**config.mk**
```make
export PLATFORM = sky130hd
export DESIGN_NAME = sid_muladd_arb
export DESIGN_NICKNAME = d
export VERILOG_FILES = /design/src/rtl/sid_pkg.sv /design/src/rtl/muladd.sv /design/src/rtl/sid_muladd_arb.sv
export SDC_FILE = /design/constraint.sdc
export NUM_CORES = 1
export LEC_CHECK = 0
export ABC_CLOCK_PERIOD_IN_PS = 20800
export CAP_MARGIN = 20
export CORE_MARGIN = 8
export CORE_UTILIZATION = 40
export DETAILED_ROUTE_END_ITERATION = 7
export GPL_TIMING_DRIVEN = 0
export SETUP_SLACK_MARGIN = 0.5
export SYNTH_ARGS = -nofsm -noshare
export SYNTH_HDL_FRONTEND = slang
export SYNTH_HIERARCHICAL = 1
export SYNTH_SLANG_ARGS = --single-unit
```
**constraint.sdc**
```tcl
create_clock -name clk -period 20.8 [get_ports clk]
set_input_delay 4.16 -clock clk [delete_from_list [all_inputs] [get_ports clk]]
set_output_delay 4.16 -clock clk [all_outputs]
set_load 0.05 [all_outputs]
```
**src/rtl/sid_pkg.sv**
```systemverilog
// sid: shared types and constants for the muladd datapath
package sid;
    typedef logic signed [31:0] s32_t;
    typedef logic signed [15:0] s16_t;
    localparam int MULADD_LATENCY = 2;
    localparam int RSP_ID_W = 2;
    typedef struct packed {
        s32_t c;
        logic s;
        s16_t a;
        s16_t b;
    } muladd_req_t;
    typedef struct packed {
        logic valid;
        logic [RSP_ID_W-1:0] id;
        s32_t o;
    } muladd_rsp_t;
    function automatic int id_width(input int n);
        return n > 1 ? $clog2(n) : 1;
    endfunction
endpackage

```
**src/rtl/muladd.sv**
```systemverilog
// muladd: combinational signed o = c +/- a*b, wrapping modulo 2^32
module muladd
    import sid::*;
(
    input  s32_t c,
    input  logic s,
    input  s16_t a,
    input  s16_t b,
    output s32_t o
);
    s32_t p;
    always_comb begin
        p = a * b;
        o = s ? c - p : c + p;
    end
endmodule

```
**src/rtl/sid_muladd_arb.sv**
```systemverilog
// sid_muladd_arb: arbitrates N_REQ requesters onto one pipelined muladd, 2-cycle tagged results
module sid_muladd_arb
    import sid::*;
#(
    parameter int N_REQ = 4,
    parameter bit FIXED_PRI0 = 1'b1,
    localparam int ID_W = id_width(N_REQ)
) (
    input  logic               clk,
    input  logic               rst,
    input  logic [N_REQ-1:0]   req_valid,
    output logic [N_REQ-1:0]   req_ready,
    input  logic [N_REQ*32-1:0] req_c,
    input  logic [N_REQ-1:0]   req_s,
    input  logic [N_REQ*16-1:0] req_a,
    input  logic [N_REQ*16-1:0] req_b,
    output logic               rsp_valid,
    output logic [ID_W-1:0]    rsp_id,
    output logic [31:0]        rsp_o
);
    logic [ID_W-1:0] rr_ptr_q, rr_ptr_d, gnt_id, id1_q, id1_d, rsp_id_q, rsp_id_d;
    logic gnt, pri0, v1_q, v1_d, rsp_valid_q, rsp_valid_d;
    logic [ID_W:0] rr;
    logic [N_REQ-1:0] rr_mask;
    muladd_req_t op_q, op_d;
    s32_t mul_o, rsp_o_q, rsp_o_d;

    // returns {found, index} of the first set bit of v scanning upward from ptr, wrapping
    function automatic logic [ID_W:0] rr_pick(input logic [N_REQ-1:0] v, input logic [ID_W-1:0] ptr);
        logic [ID_W:0] r;
        int k;
        r = '0;
        for (int i = N_REQ - 1; i >= 0; i--) begin
            k = (int'(ptr) + i) % N_REQ;
            if (v[k]) r = {1'b1, ID_W'(k)};
        end
        return r;
    endfunction

    always_comb begin
        pri0 = FIXED_PRI0 && req_valid[0];
        rr_mask = FIXED_PRI0 ? req_valid & ~N_REQ'(1) : req_valid;
        rr = rr_pick(rr_mask, rr_ptr_q);
        gnt = pri0 || rr[ID_W];
        gnt_id = pri0 ? '0 : rr[ID_W-1:0];
        rr_ptr_d = rr_ptr_q;
        if (!pri0 && rr[ID_W]) rr_ptr_d = (int'(gnt_id) == N_REQ - 1) ? '0 : gnt_id + 1'b1;
        req_ready = gnt ? N_REQ'(1) << gnt_id : '0;
        op_d = op_q;
        id1_d = id1_q;
        if (gnt) begin
            op_d.c = req_c[int'(gnt_id)*32 +: 32];
            op_d.s = req_s[gnt_id];
            op_d.a = req_a[int'(gnt_id)*16 +: 16];
            op_d.b = req_b[int'(gnt_id)*16 +: 16];
            id1_d = gnt_id;
        end
        v1_d = gnt;
        rsp_valid_d = v1_q;
        rsp_id_d = id1_q;
        rsp_o_d = mul_o;
    end

    muladd u_muladd (.c(op_q.c), .s(op_q.s), .a(op_q.a), .b(op_q.b), .o(mul_o));

    always_ff @(posedge clk) begin
        if (rst) begin
            rr_ptr_q <= '0;
            op_q <= '0;
            id1_q <= '0;
            v1_q <= 1'b0;
            rsp_valid_q <= 1'b0;
            rsp_id_q <= '0;
            rsp_o_q <= '0;
        end else begin
            rr_ptr_q <= rr_ptr_d;
            op_q <= op_d;
            id1_q <= id1_d;
            v1_q <= v1_d;
            rsp_valid_q <= rsp_valid_d;
            rsp_id_q <= rsp_id_d;
            rsp_o_q <= rsp_o_d;
        end
    end

    assign rsp_valid = rsp_valid_q;
    assign rsp_id = rsp_id_q;
    assign rsp_o = rsp_o_q;
endmodule

```
# --- Yosys cells after proc, flatten, opt, wreduce, memory -nomap -nowiden ---
# Cells that the tools add are included.
op_classes:
  n_div: 0
  n_reduce_logical: 6
  shifts: 4
  eq_ne: 1
  muxes: 21
  n_addsub: 6
  bitwise: 3
  n_lt_le_gt_ge: 5
  multipliers: 1
ops:
  columns: ["cell", "n"]
  rows:
  - ["indexed part select 128 x 8 -> 32 bit", 1]
  - ["indexed part select 64 x 7 -> 16 bit", 2]
  - ["adder 32 bit", 1]
  - ["multiplier 16 x 16 -> 32 bit", 1]
  - ["two-way mux 32 bit", 1]
  - ["subtractor 32 bit", 1]
  - ["less-than comparator 3 x 4 -> 1 bit (second input constant)", 3]
  - ["two-way mux 3 bit", 4]
  - ["binary-select mux 1 bit (select 2 bit)", 5]
  - ["two-way mux 1 bit", 8]
  - ["less-than comparator 2 x 3 -> 1 bit (second input constant)", 2]
  - ["OR reduction 2 bit", 3]
  - ["adder 2 x 1 -> 2 bit (second input constant)", 2]
  - ["adder 2 bit (second input constant)", 2]
  - ["two-way mux 2 bit", 2]
  - ["two-way mux 4 bit", 1]
  - ["left shift 1 x 2 -> 4 bit (first input constant)", 1]
  - ["AND 1 bit (first input constant)", 3]
  - ["equality test 2 x 1 -> 1 bit (second input constant)", 1]
  - ["logical AND 1 bit", 1]
  - ["logical NOT 1 bit", 1]
  - ["logical OR 1 bit", 1]
totals:
  latch_bits: 0
  rom_bits: 0
  regBits: 105
  n_memories: 0
  mem_bits_rw: 0
  inputBits: 266
  wordCells: 57

# --- Logic depth before layout (Yosys ltp) ---
logic_depth:
  word_depth: 13
  ltp_mapped: 37
  ltp_nobuf: 35

# --- Hierarchy ---
# The synthesis kept the hierarchy.
by_module_without_submodules:
  columns: ["module", "cells_per_inst", "n_inst", "area_each_um2", "seq_area_each_um2"]
  rows:
  - ["muladd", 1446, 1, 12376.9, 0.0]
  - ["sid_muladd_arb", 535, 1, 5068.6, 2102.0]

# --- Least setup slack after synthesis ---
# No wires, ideal clock.
synth_timing:
  path_type: "input -> output"
  start: "in req_valid[1]"
  end: "out req_ready[3]"
  path_buffers: 3
  t_arrival_ps: 5576
  setup_slack_ps: 11064
  path_stages: 9
  cell_sequence: "buf_2 > mux2i_1 > nand2_1 > nand2_2 > clkinv_4 > buf_6 > buf_4 > ha_1 > and2_1"
synth_via:
  elab_chain_len: 10
synth_lines:
  columns: ["item", "line_no", "source"]
  rows:
  - ["start: declaration", "sid_muladd_arb.sv:11", "input logic [N_REQ-1:0] req_valid,"]
  - ["binary-select mux 1 bit (select 2 bit)", "sid_muladd_arb.sv:35", "if (v[k]) r = {1'b1, ID_W'(k)};"]
  - ["two-way mux 1 bit (implied by the code) (2 in a row)", "sid_muladd_arb.sv:35", null]
  - ["two-way mux 3 bit (3 in a row)", "sid_muladd_arb.sv:35", null]
  - ["two-way mux 3 bit (*)", "sid_muladd_arb.sv:35", null]
  - ["two-way mux 2 bit (*)", "sid_muladd_arb.sv:45", "gnt_id = pri0 ? '0 : rr[ID_W-1:0];"]
  - ["net gnt_id[0]", "sid_muladd_arb.sv:21", "logic [ID_W-1:0] rr_ptr_q, rr_ptr_d, gnt_id, id1_q, id1_d, rsp_id_q, rsp_id_d;"]
  - ["left shift 1 x 2 -> 4 bit (*)", "sid_muladd_arb.sv:48", "req_ready = gnt ? N_REQ'(1) << gnt_id : '0;"]
  - ["two-way mux 4 bit (*)", "sid_muladd_arb.sv:48", null]
  - ["end: declaration", "sid_muladd_arb.sv:12", "output logic [N_REQ-1:0] req_ready,"]
# The timed path passes the listed nets; every way through them passes the cells marked *. The select of a mux whose other input is x is not followed.

# --- Worst setup path in the final report ---
layout_timing:
  start: "in req_valid[0]"
  end: "out req_ready[3]"
layout_via:
  elab_chain_len: 3
layout_lines:
  columns: ["item", "line_no"]
  rows:
  - ["two-way mux 2 bit", "sid_muladd_arb.sv:45"]
  - ["net gnt_id[0]", "sid_muladd_arb.sv:21"]
  - ["left shift 1 x 2 -> 4 bit", "sid_muladd_arb.sv:48"]
  - ["two-way mux 4 bit", "sid_muladd_arb.sv:48"]
# The timed path passes the listed nets, and every way through them passes these cells.

==> impl_metrics.csv <==
group,metric,value,unit
timing,hold_viol,0,
timing,slew_violations,0,
placed_design,routabilityCongestion,0.9018,
pwr,switching_share,0.5277,
grt,antenna_found_initial,1,
clocking,clock_latency,0.38,ns
clocking,cts_resized,0,
critical_path,crit_slowest_cell,"clkdlybuf4s50_1",
critical_path,crit_required,16.64,ns
synth,syn_area,0.01745,mm^2
die,start_util,0.4050,
outcome,outcome,"completed",
placed_design,dp_hpwl,51.48,mm
die,core,0.04308,mm^2
layout,final-seq-area,0.002102,mm^2
critical_path,critical_path.most_common_cell,"clkdlybuf4s50_1",
synth,ys_seq_elements,105,
synth,synthesis.nets,2628,
critical_path,path_class,"input port to output port",
critical_path,path_max_fanout,11,
layout,nNetsFinal,2942,
route,vias,15200,
die,die_x,224.8,um
critical_path,cpLargestDelayFamily,"buffers and inverters",
timing,fin_skew,0.01977,ns
clocking,numCtsBuffers,9,
die,design.portCount,305,
layout,drive_gt1_frac,0.03826,
placed_design,portBuffers,303,
pwr,seq_power_share,0.088,
pwr,p_sw,0.001728,W
route,drt_iter0_markers,929,
pwr,power_leakage,9.517,nW
flow_run,maxCapViolations,0,
route,drt-total-wl,60.06,mm
pwr,powerDensity,152.3,mW/mm^2
layout,synthToLayoutAreaGrowth,23.29,%
timing,rsz0062_at_grt,"no",
synth,synth.yosys.warnings,6,
synth,synth_cell_type_count,87,
timing,fin_crit,11.22,ns
route,avgViaCountPerCell,5.260,
route,antenna_left,0,
pwr,p_clk_frac,0.053,
pwr,internal-power,0.001547,W
timing,tightestPinTransition,0.9260,ns
clocking,clock_path_buffers,2,
layout,multi_input_area,0.01366,mm^2
clocking,cts_tree,"done",
synth,syn_inst,1981,
critical_path,crit_path_max_incr_delay,0.84,ns
timing,tns,0,ns
die,die_h,224.8,um
grt,grt_overflow,0,
synth,synth_edf_count,0,
die,dieArea,0.05055,mm^2
clocking,cts_root_buffer,"clkbuf_16",
grt,grt_pass1_vias,16200,
synth,synth-seq-area-share,0.1205,
route,drc,0,
grt,grt_usage,0.2393,
clocking,cts.sinks,105,
synth,syn_avg_cell_area,8.806,um^2
timing,post-route-period-util,0.5394,
timing,slew_headroom,0.3827,
synth,synth_flop_cell,"dfxtp_1",
route,wl_per_cell,20.79,um
clocking,cts_hold_buf,0,
critical_path,critPathBufInv,5,
critical_path,startpoint_type,"input port",
layout,num-fill-cells,4145,
timing,fmaxAchievable,0.08913,GHz
critical_path,cp.arrival,7.06,ns
clocking,clk_pin_slew_worst_paths,0.08,ns
critical_path,endpoint_kind,"output port",
clocking,cts_setup_buffers,0,
die,placementRows,76,
route,firstDrtPassIters,5,
critical_path,crit_chain,"clkdlybuf4s50_1 -> o21ba_2 -> nand2_2 -> clkinv_4 -> buf_6 -> buf_4 -> ha_1 -> and2_1 -> clkdlybuf4s50_1",
min_path,hp-class,"register to register",
pwr,comb_power_share,0.859,
clocking,h-tree-depth,3,
timing,finalSetupViolations,0,
timing,hold_ws,0.4570,ns
grt,grt_max_degree,20,
grt,grt_pass1_wl,92.74,mm
pwr,ir_drop,0.1342,mV
layout,final_util,0.4993,
synth,synthArstFlopShare,0,
==> final cells by class <==
class	instances	area share
diodes	4	0.0004654
plain buffers	89	0.02129
clock buffers	9	0.01047
clock inverters	7	0.002967
inverters	326	0.05712
multi-input cells	1461	0.6349
flip-flops and latches	105	0.09773
well taps	585	0.03403
repair buffers	303	0.1410
==> flip-flops by register name (all words and copies together), names as in the netlist <==
register	cells
id1_q	2
rsp_valid_d	1
op_q	65
rsp_o	32
rsp_valid	1
rsp_id	2
rr_ptr_q	2
==> metal layers <==
metal | GRT usage | up-vias | share of wire
met5 | 0 | - | 0
met4 | 0.06162 | 0 | 0.023
met3 | 0.03699 | 66 | 0.059
met2 | 0.4103 | 471 | 0.49
met1 | 0.3119 | 7602 | 0.43
li1 | - | 7057 | -
==> synthesized netlist by cell type, drive strengths merged, types with 4 or more instances <==
| cell | instances | area [um^2] |
|---|---|---|
| fa | 263 | 5265 |
| and2 | 127 | 795.8 |
| nand2 | 175 | 661.9 |
| o21a | 12 | 90.09 |
| a211oi | 8 | 82.58 |
| nor3 | 60 | 305.3 |
| xor2 | 32 | 280.3 |
| nand2b | 16 | 100.1 |
| xnor2 | 57 | 499.2 |
| a21o | 20 | 151.4 |
| mux2i | 91 | 910.9 |
| o221ai | 23 | 201.4 |
| a31oi | 16 | 136.4 |
| inv | 325 | 1220 |
| and3 | 6 | 37.54 |
| a21oi | 63 | 330.3 |
| ha | 118 | 1476 |
| a31o | 5 | 43.80 |
| nand3 | 8 | 40.04 |
| nor2 | 118 | 447.9 |
| nand4 | 6 | 37.54 |
| a211o | 4 | 35.03 |
| o21bai | 9 | 71.32 |
| clkbuf | 57 | 225.2 |
| a2111oi | 43 | 440.4 |
| dfxtp | 105 | 2102 |
| nor2b | 45 | 281.5 |
| o21ai | 83 | 422.9 |
| buf | 32 | 232.7 |
| o2111ai | 4 | 35.03 |
==> path summary, 6_finish.rpt <==
kind,from,endpoint,slack [ns],cells after the start
hold / removal,rsp_valid_d,rsp_valid,0.46,1
setup reg to reg,op_q[24],rsp_o[31],11.07,33
hold reg to reg,rsp_valid_d,rsp_valid,0.46,1
setup / recovery,req_valid[0],req_ready[3],9.58,9
==> cells by family (layout without fill, tap and decap cells) <==
kind of cell,Yosys count,after routing,share of synthesized area
buf+inv,415,734,0.09668
other cells,0,4,0
flops,105,105,0.1205
fa+ha+maj,381,381,0.3864
simple gates,580,580,0.1645
mux,92,92,0.05307
xor+xnor,89,89,0.04468
compound gates,319,319,0.1342
==> layout by cell type (no fill, tap or decap), drive strengths merged, types with 83 or more instances in the layout <==
| cell | Yosys | layout |
|---|---|---|
| and2 | 127 | 127 |
| o21ai | 83 | 83 |
| fa | 263 | 263 |
| dfxtp | 105 | 105 |
| inv | 325 | 327 |
| ha | 118 | 118 |
| mux2i | 91 | 91 |
| clkdlybuf4s50 | 0 | 303 |
| nor2 | 118 | 118 |
| nand2 | 175 | 175 |
==> through the flow <==
stage                     cells  power [W]  setup WS (ns)  instance area (um^2)
final                      2889   0.003275          9.581                 21510
after global routing       2886   0.003596          9.491                 21500
after CTS                  2885   0.003280          9.579                 21500
after detailed placement   2869   0.003079          9.574                 21210
after global placement     2869   0.003048          9.610                 21210
after floorplan            1981   0.002429          11.06                 17450
==> power by group through the flow <==
stage	logic, W	clock network, W	registers (W)
3_3_place_gp	0.00276	0	0.000292
2_1_floorplan	0.00208	0	0.000354
5_1_grt	0.00312	0.000186	0.000291
3_5_place_dp	0.00279	0	0.000292
6_report	0.00281	0.000173	0.000288
4_1_cts	0.00282	0.000177	0.000288
Power figures use the tool's default switching activity.
